## src/rtl/pipelined_adder.sv

```systemverilog
// pipelined_adder: WIDTH-bit ripple-carry adder cut into STAGES register stages,
// with a valid/ready handshake on both sides. Stage k adds operand slice k plus the
// registered carry of stage k-1, so the longest carry path is one SLICE-bit adder.
// Optional feature: define PIPE_ADD_OVF_EN to add the registered signed-overflow
// output Ovf. When it is undefined there is no Ovf port and no overflow register.
module pipelined_adder #(
   parameter int unsigned WIDTH  = 16,
   parameter int unsigned STAGES = 4
) (
   input  logic             clk,
   input  logic             rst_n,
   input  logic             in_valid,
   output logic             in_ready,
   input  logic [WIDTH-1:0] A,
   input  logic [WIDTH-1:0] B,
   input  logic             Cin,
   output logic             out_valid,
   input  logic             out_ready,
   output logic [WIDTH-1:0] Sum,
   output logic             Cout
`ifdef PIPE_ADD_OVF_EN
   ,
   output logic             Ovf
`endif
);

   localparam int unsigned SLICE = WIDTH / STAGES;
   localparam int unsigned SW    = SLICE + 1;

   // Reject configurations where the operand cannot be cut into equal slices
   if (STAGES < 1 || STAGES > WIDTH || (WIDTH % STAGES) != 0) begin : g_bad_cfg
      $error("pipelined_adder: WIDTH must be a multiple of STAGES, 1 <= STAGES <= WIDTH");
   end

   // Per-stage pipeline registers: beat valid, carry out, partial sum, operands
   logic             valid_q [STAGES];
   logic             carry_q [STAGES];
   logic [WIDTH-1:0] sum_q   [STAGES];
   logic [WIDTH-1:0] a_q     [STAGES];
   logic [WIDTH-1:0] b_q     [STAGES];

   // Inputs seen by each stage: the ports for stage 0, the stage below otherwise
   logic             valid_src [STAGES];
   logic             carry_src [STAGES];
   logic [WIDTH-1:0] sum_src   [STAGES];
   logic [WIDTH-1:0] a_src     [STAGES];
   logic [WIDTH-1:0] b_src     [STAGES];

   // Per-stage next values
   logic [SLICE:0]   slice_add [STAGES];
   logic [WIDTH-1:0] sum_n     [STAGES];

   logic             adv;

   // Whole pipe moves together unless the output beat is being held
   assign adv       = !valid_q[STAGES-1] || out_ready;
   assign in_ready  = adv;

   assign out_valid = valid_q[STAGES-1];
   assign Sum       = sum_q[STAGES-1];
   assign Cout      = carry_q[STAGES-1];

   for (genvar k = 0; k < STAGES; k++) begin : g_stage
      localparam int unsigned      LO   = k * SLICE;
      localparam logic [WIDTH-1:0] MASK = WIDTH'({SLICE{1'b1}}) << LO;

      // Stage source selection: stage 0 takes the new beat straight from the ports
      if (k == 0) begin : g_src
         assign valid_src[k] = in_valid;
         assign carry_src[k] = Cin;
         assign sum_src[k]   = '0;
         assign a_src[k]     = A;
         assign b_src[k]     = B;
      end else begin : g_src
         assign valid_src[k] = valid_q[k-1];
         assign carry_src[k] = carry_q[k-1];
         assign sum_src[k]   = sum_q[k-1];
         assign a_src[k]     = a_q[k-1];
         assign b_src[k]     = b_q[k-1];
      end

      // One slice of the ripple chain; the carry crosses slices only via a register
      assign slice_add[k] = SW'(a_src[k][LO +: SLICE])
                          + SW'(b_src[k][LO +: SLICE])
                          + SW'(carry_src[k]);

      // Drop the new slice into its position of the partial sum carried along
      assign sum_n[k] = (sum_src[k] & ~MASK)
                      | (WIDTH'(slice_add[k][SLICE-1:0]) << LO);
   end

   // Stage registers: cleared by reset, all shift together on advance, hold on stall
   always_ff @(posedge clk or negedge rst_n) begin
      if (!rst_n) begin
         for (int k = 0; k < int'(STAGES); k++) begin
            valid_q[k] <= 1'b0;
            carry_q[k] <= 1'b0;
            sum_q[k]   <= '0;
            a_q[k]     <= '0;
            b_q[k]     <= '0;
         end
      end else if (adv) begin
         for (int k = 0; k < int'(STAGES); k++) begin
            valid_q[k] <= valid_src[k];
            carry_q[k] <= slice_add[k][SLICE];
            sum_q[k]   <= sum_n[k];
            a_q[k]     <= a_src[k];
            b_q[k]     <= b_src[k];
         end
      end
   end

`ifdef PIPE_ADD_OVF_EN
   logic ovf_n;
   logic ovf_q;

   // Signed overflow, judged from the sign bits as the final slice completes
   assign ovf_n = (a_src[STAGES-1][WIDTH-1] == b_src[STAGES-1][WIDTH-1])
               && (sum_n[STAGES-1][WIDTH-1] != a_src[STAGES-1][WIDTH-1]);

   // Overflow flag travels in lockstep with the last stage
   always_ff @(posedge clk or negedge rst_n) begin
      if (!rst_n) begin
         ovf_q <= 1'b0;
      end else if (adv) begin
         ovf_q <= ovf_n;
      end
   end

   assign Ovf = ovf_q;
`endif

endmodule
```

## config.mk

```make
export PLATFORM = sky130hd
export DESIGN_NAME = pipelined_adder
export DESIGN_NICKNAME = d
export VERILOG_FILES = /design/src/rtl/pipelined_adder.sv
export SDC_FILE = /design/constraint.sdc
export NUM_CORES = 1
export LEC_CHECK = 0
export CORE_ASPECT_RATIO = 2
export CORE_MARGIN = 2
export CORE_UTILIZATION = 59
export DETAILED_ROUTE_END_ITERATION = 8
export PLACE_DENSITY = 0.88
export RECOVER_POWER = 25
export REMOVE_ABC_BUFFERS = 1
export SLEW_MARGIN = 25
export SYNTH_ARGS = -nofsm -noshare
export SYNTH_HDL_FRONTEND = slang
export SYNTH_SLANG_ARGS = --single-unit
export TNS_END_PERCENT = 100
```

## constraint.sdc

```tcl
create_clock -name clk -period 3.2 [get_ports clk]
set_clock_uncertainty 0.15 [all_clocks]
set_input_delay 0.96 -clock clk [delete_from_list [all_inputs] [get_ports clk]]
set_output_delay 0.96 -clock clk [all_outputs]
set_load 0.005 [all_outputs]
```

==> summary.md <==
| Metric | Value |
|---|---|
| Status | completed |
| CP endpoint kind | output port |
| Design Area, Final | 0.00496 mm² |
| Total Routing Usage GR | a little over a fifth |
| Die area | about 0.0077 mm² |
| Fin Setup TNS | 0 ns |
| Post-Syn Area | roughly 0.0041 mm² |
| DP Area | around 0.0047 mm² |
| Core Region | 0.00683 mm² |
| Slew at the pin closest to its max-slew limit | approximately 1.3 ns |
| Max clock buf depth | 2 |
| Worst-path fanout max | 2 |
| Unrepaired setup endpoints after global routing | no |
| First-pass GRT wire length | about 13000 µm |
| FFs w/ async S/R, synth | between 90% and 100% |
| Max Cap Viol | 0 |
| Via/cell ratio | slightly below 5 |
| Post-CTS Resized | 0 |
| # DRC | 0 |
| Syn-to-layout area delta | 20.7% |
| FF/Latch Area | between 0.002 and 0.0025 mm² |
| Routability congestion estimate from global placement | between 0.7 and 0.8 |
| Hold Buf Count CTS | 0 |
| Initial antenna violation count | 0 |
| Hold Path Class | register to register |
| Largest cells by area after synthesis | dfrtp_1 (59%), nand2_1 (21%), fa_1 (3.9%) |
| VDD IR max | approximately 750 µV |
| Multi-input gate area | around 0.0015 mm² |
| TritonCTS buffer count | 9 |
| CTS clock-pin slew for the worst setup and hold paths | ~0.060 ns |
| Drt first pass iters | 4 |
| CTS tree | yes |
| Top-area cell type share of the netlist area | 58.5% |
| Maximum clock frequency | ~320 MHz |
| Post-CTS setup buffer count | 0 |
| HPWL after DPL | ~4400 µm |
| Initial Utilization | roughly 60% |
| Syn Inst Count | ~440 |
| Post-synth EDFFs | 0 |
| H-tree depth | 3 |
| M2 GR Usage | 36.1% |
| DR vias | 2887 |
| Period minus WS final | 3.16 ns |
| Routed WL | 7120 µm |
| Yosys cell types | 22 |
| Critical Path AT | around 2 ns |
| Port Buffers | 55 |
| GRT overflow | 0 |
| Yosys reg bits | 96 |
| Vias in the first global route | 2991 |
| Syn avg cell area | approximately 9.3 µm² |
| Largest net degree at the start of global routing | 100 |
| Gr busiest metal | met2 |
| Most common cell in the netlist | nand2_1 |
| Pleak | between 0.002 and 0.003 µW |
| Critical Path RT | roughly 2.1 ns |
| Clock latency on the worst-skew pair | about 0.33 ns |
| FILL cells | 520 |
| GR met3 Demand/Resource | 4.80% |
| Sink Count | between 90 and 100 |
| Main synth FF type | dfrtp_1 |
| Crit path kind | primary input to output port |
| Sequential area share after synthesis | approximately 59% |
| Count of final setup violators | 0 |
| DR WL/cell | roughly 12 µm |
| Synth warn | 0 |
| Fin crit share | a little over nine tenths |
| Final Hold Fails | 0 |
| Die H | about 120 µm |
| GRT met1 Usage | between 20% and 30% |
| Final slew viol count | 0 |
| Die Wd | 63.0 µm |
| CTS Root Cell | clkbuf_16 |
| DR iter-0 viols | between 150 and 200 |
| Pwr per Cell Area | about 940 mW/mm² |
| Final nets | approximately 550 |
| Site row count | 43 |
| Top Ports | 56 |
| Leading area contributor after synthesis | dfrtp_1 |
| ANT nets after route | 0 |
| Slew HR | a little over an eighth |
| Share of post-route cells with drive strength above 1 | slightly above 4% |
| Synth cell count leaders | nand2_1 (233), dfrtp_1 (96), buf_2 (18) |
| CP Launch Type | primary input |
| Antenna diodes | 0 |
==> logic make-up (layout without fill, tap and decap cells) <==
family | count (synthesis) | in the layout | share of synthesized area [%]
AOI/OAI and AO/OA | 38 | 38 | 5.61
xor gates and xnor gates | 4 | 4 | 0.853
adders and majority gates | 20 | 20 | 7.56
buffers and inverters | 35 | 86 | 3.93
DFF | 96 | 96 | 58.5
and+or+nand+nor | 249 | 249 | 23.6
==> per-layer routing <==
metal	vias to the layer above	wire length, µm	share of wire (%)
met5	-	0	0
met2	66	3690	52
met1	1350	2980	42
met4	0	179	2.5
li1	1455	-	-
met3	16	267	3.8
==> area by class of cell <==
cell class              instances  area share (%)
clock buffers                  12            4.97
flip-flops and latches         96            48.5
well taps                      90            2.27
multi-input cells             311            31.1
repair buffers                 58            11.4
inverters                      15            1.14
clock inverters                 1           0.606
==> metrics by stage <==
step / hold WS, ns / worst slack [ns] / utilization (%) / std cells / total power [µW]
floorplan: 0.280 / -0.698 / - / 422 / 3030
global placement: 0.291 / 0.0419 / 68.7 / 570 / 3520
detailed placement: 0.297 / 0.0378 / 68.7 / 570 / 3650
CTS: 0.318 / 0.0339 / 72.8 / 583 / 4720
global route: 0.340 / 0.0257 / 72.5 / 583 / 5050
finish: 0.315 / 0.0438 / 72.5 / 583 / 4660
==> path summary, 6_finish.rpt <==
kind	slack [ns]	startpoint	end	depth (start not counted)
setup / recovery	0.04	out_ready	in_ready	4
hold / removal	0.32	a_q[63]	a_q[63]	2
setup reg to reg	1.11	carry_q[3]	carry_q[2]	5
hold reg to reg	0.32	a_q[63]	a_q[63]	2
max in group asynchronous	0.45	rst_n	b_q[46]	2
min in group asynchronous	0.64	rst_n	Sum[1]	1
==> sequential cells by signal, indices dropped and copies added (netlist names) <==
name,flops
sum_q,24
Cout,1
b_q,24
out_valid,1
carry_q,3
a_q,24
valid_q,3
Sum,16
==> report_power, final <==
part	total, µW	internal [µW]	switching [µW]
Combinational	1610	760	850
Clock	1020	614	401
Sequential	2030	1740	289
Total	4660	3120	1540
==> placed cells by master (no fill, tap or decap), drive strengths merged, types with 2 or more instances in the layout <==
master,n
fa,8
ha,12
clkdlybuf4s50,54
xor2,2
a21oi,10
clkbuf,14
xnor2,2
a21o,4
o21ai,16
nor3,2
buf,2
o31ai,2
dfrtp,96
nand2,233
inv,15
o21a,4
nor2,8
nor2b,5
==> critical path: stages <==
cell and delay (ns):
clkdlybuf4s50_1 0.50, nor2b_4 0.05, inv_2 0.05, clkdlybuf4s50_1 0.48
Power figures use the tool's default switching activity.
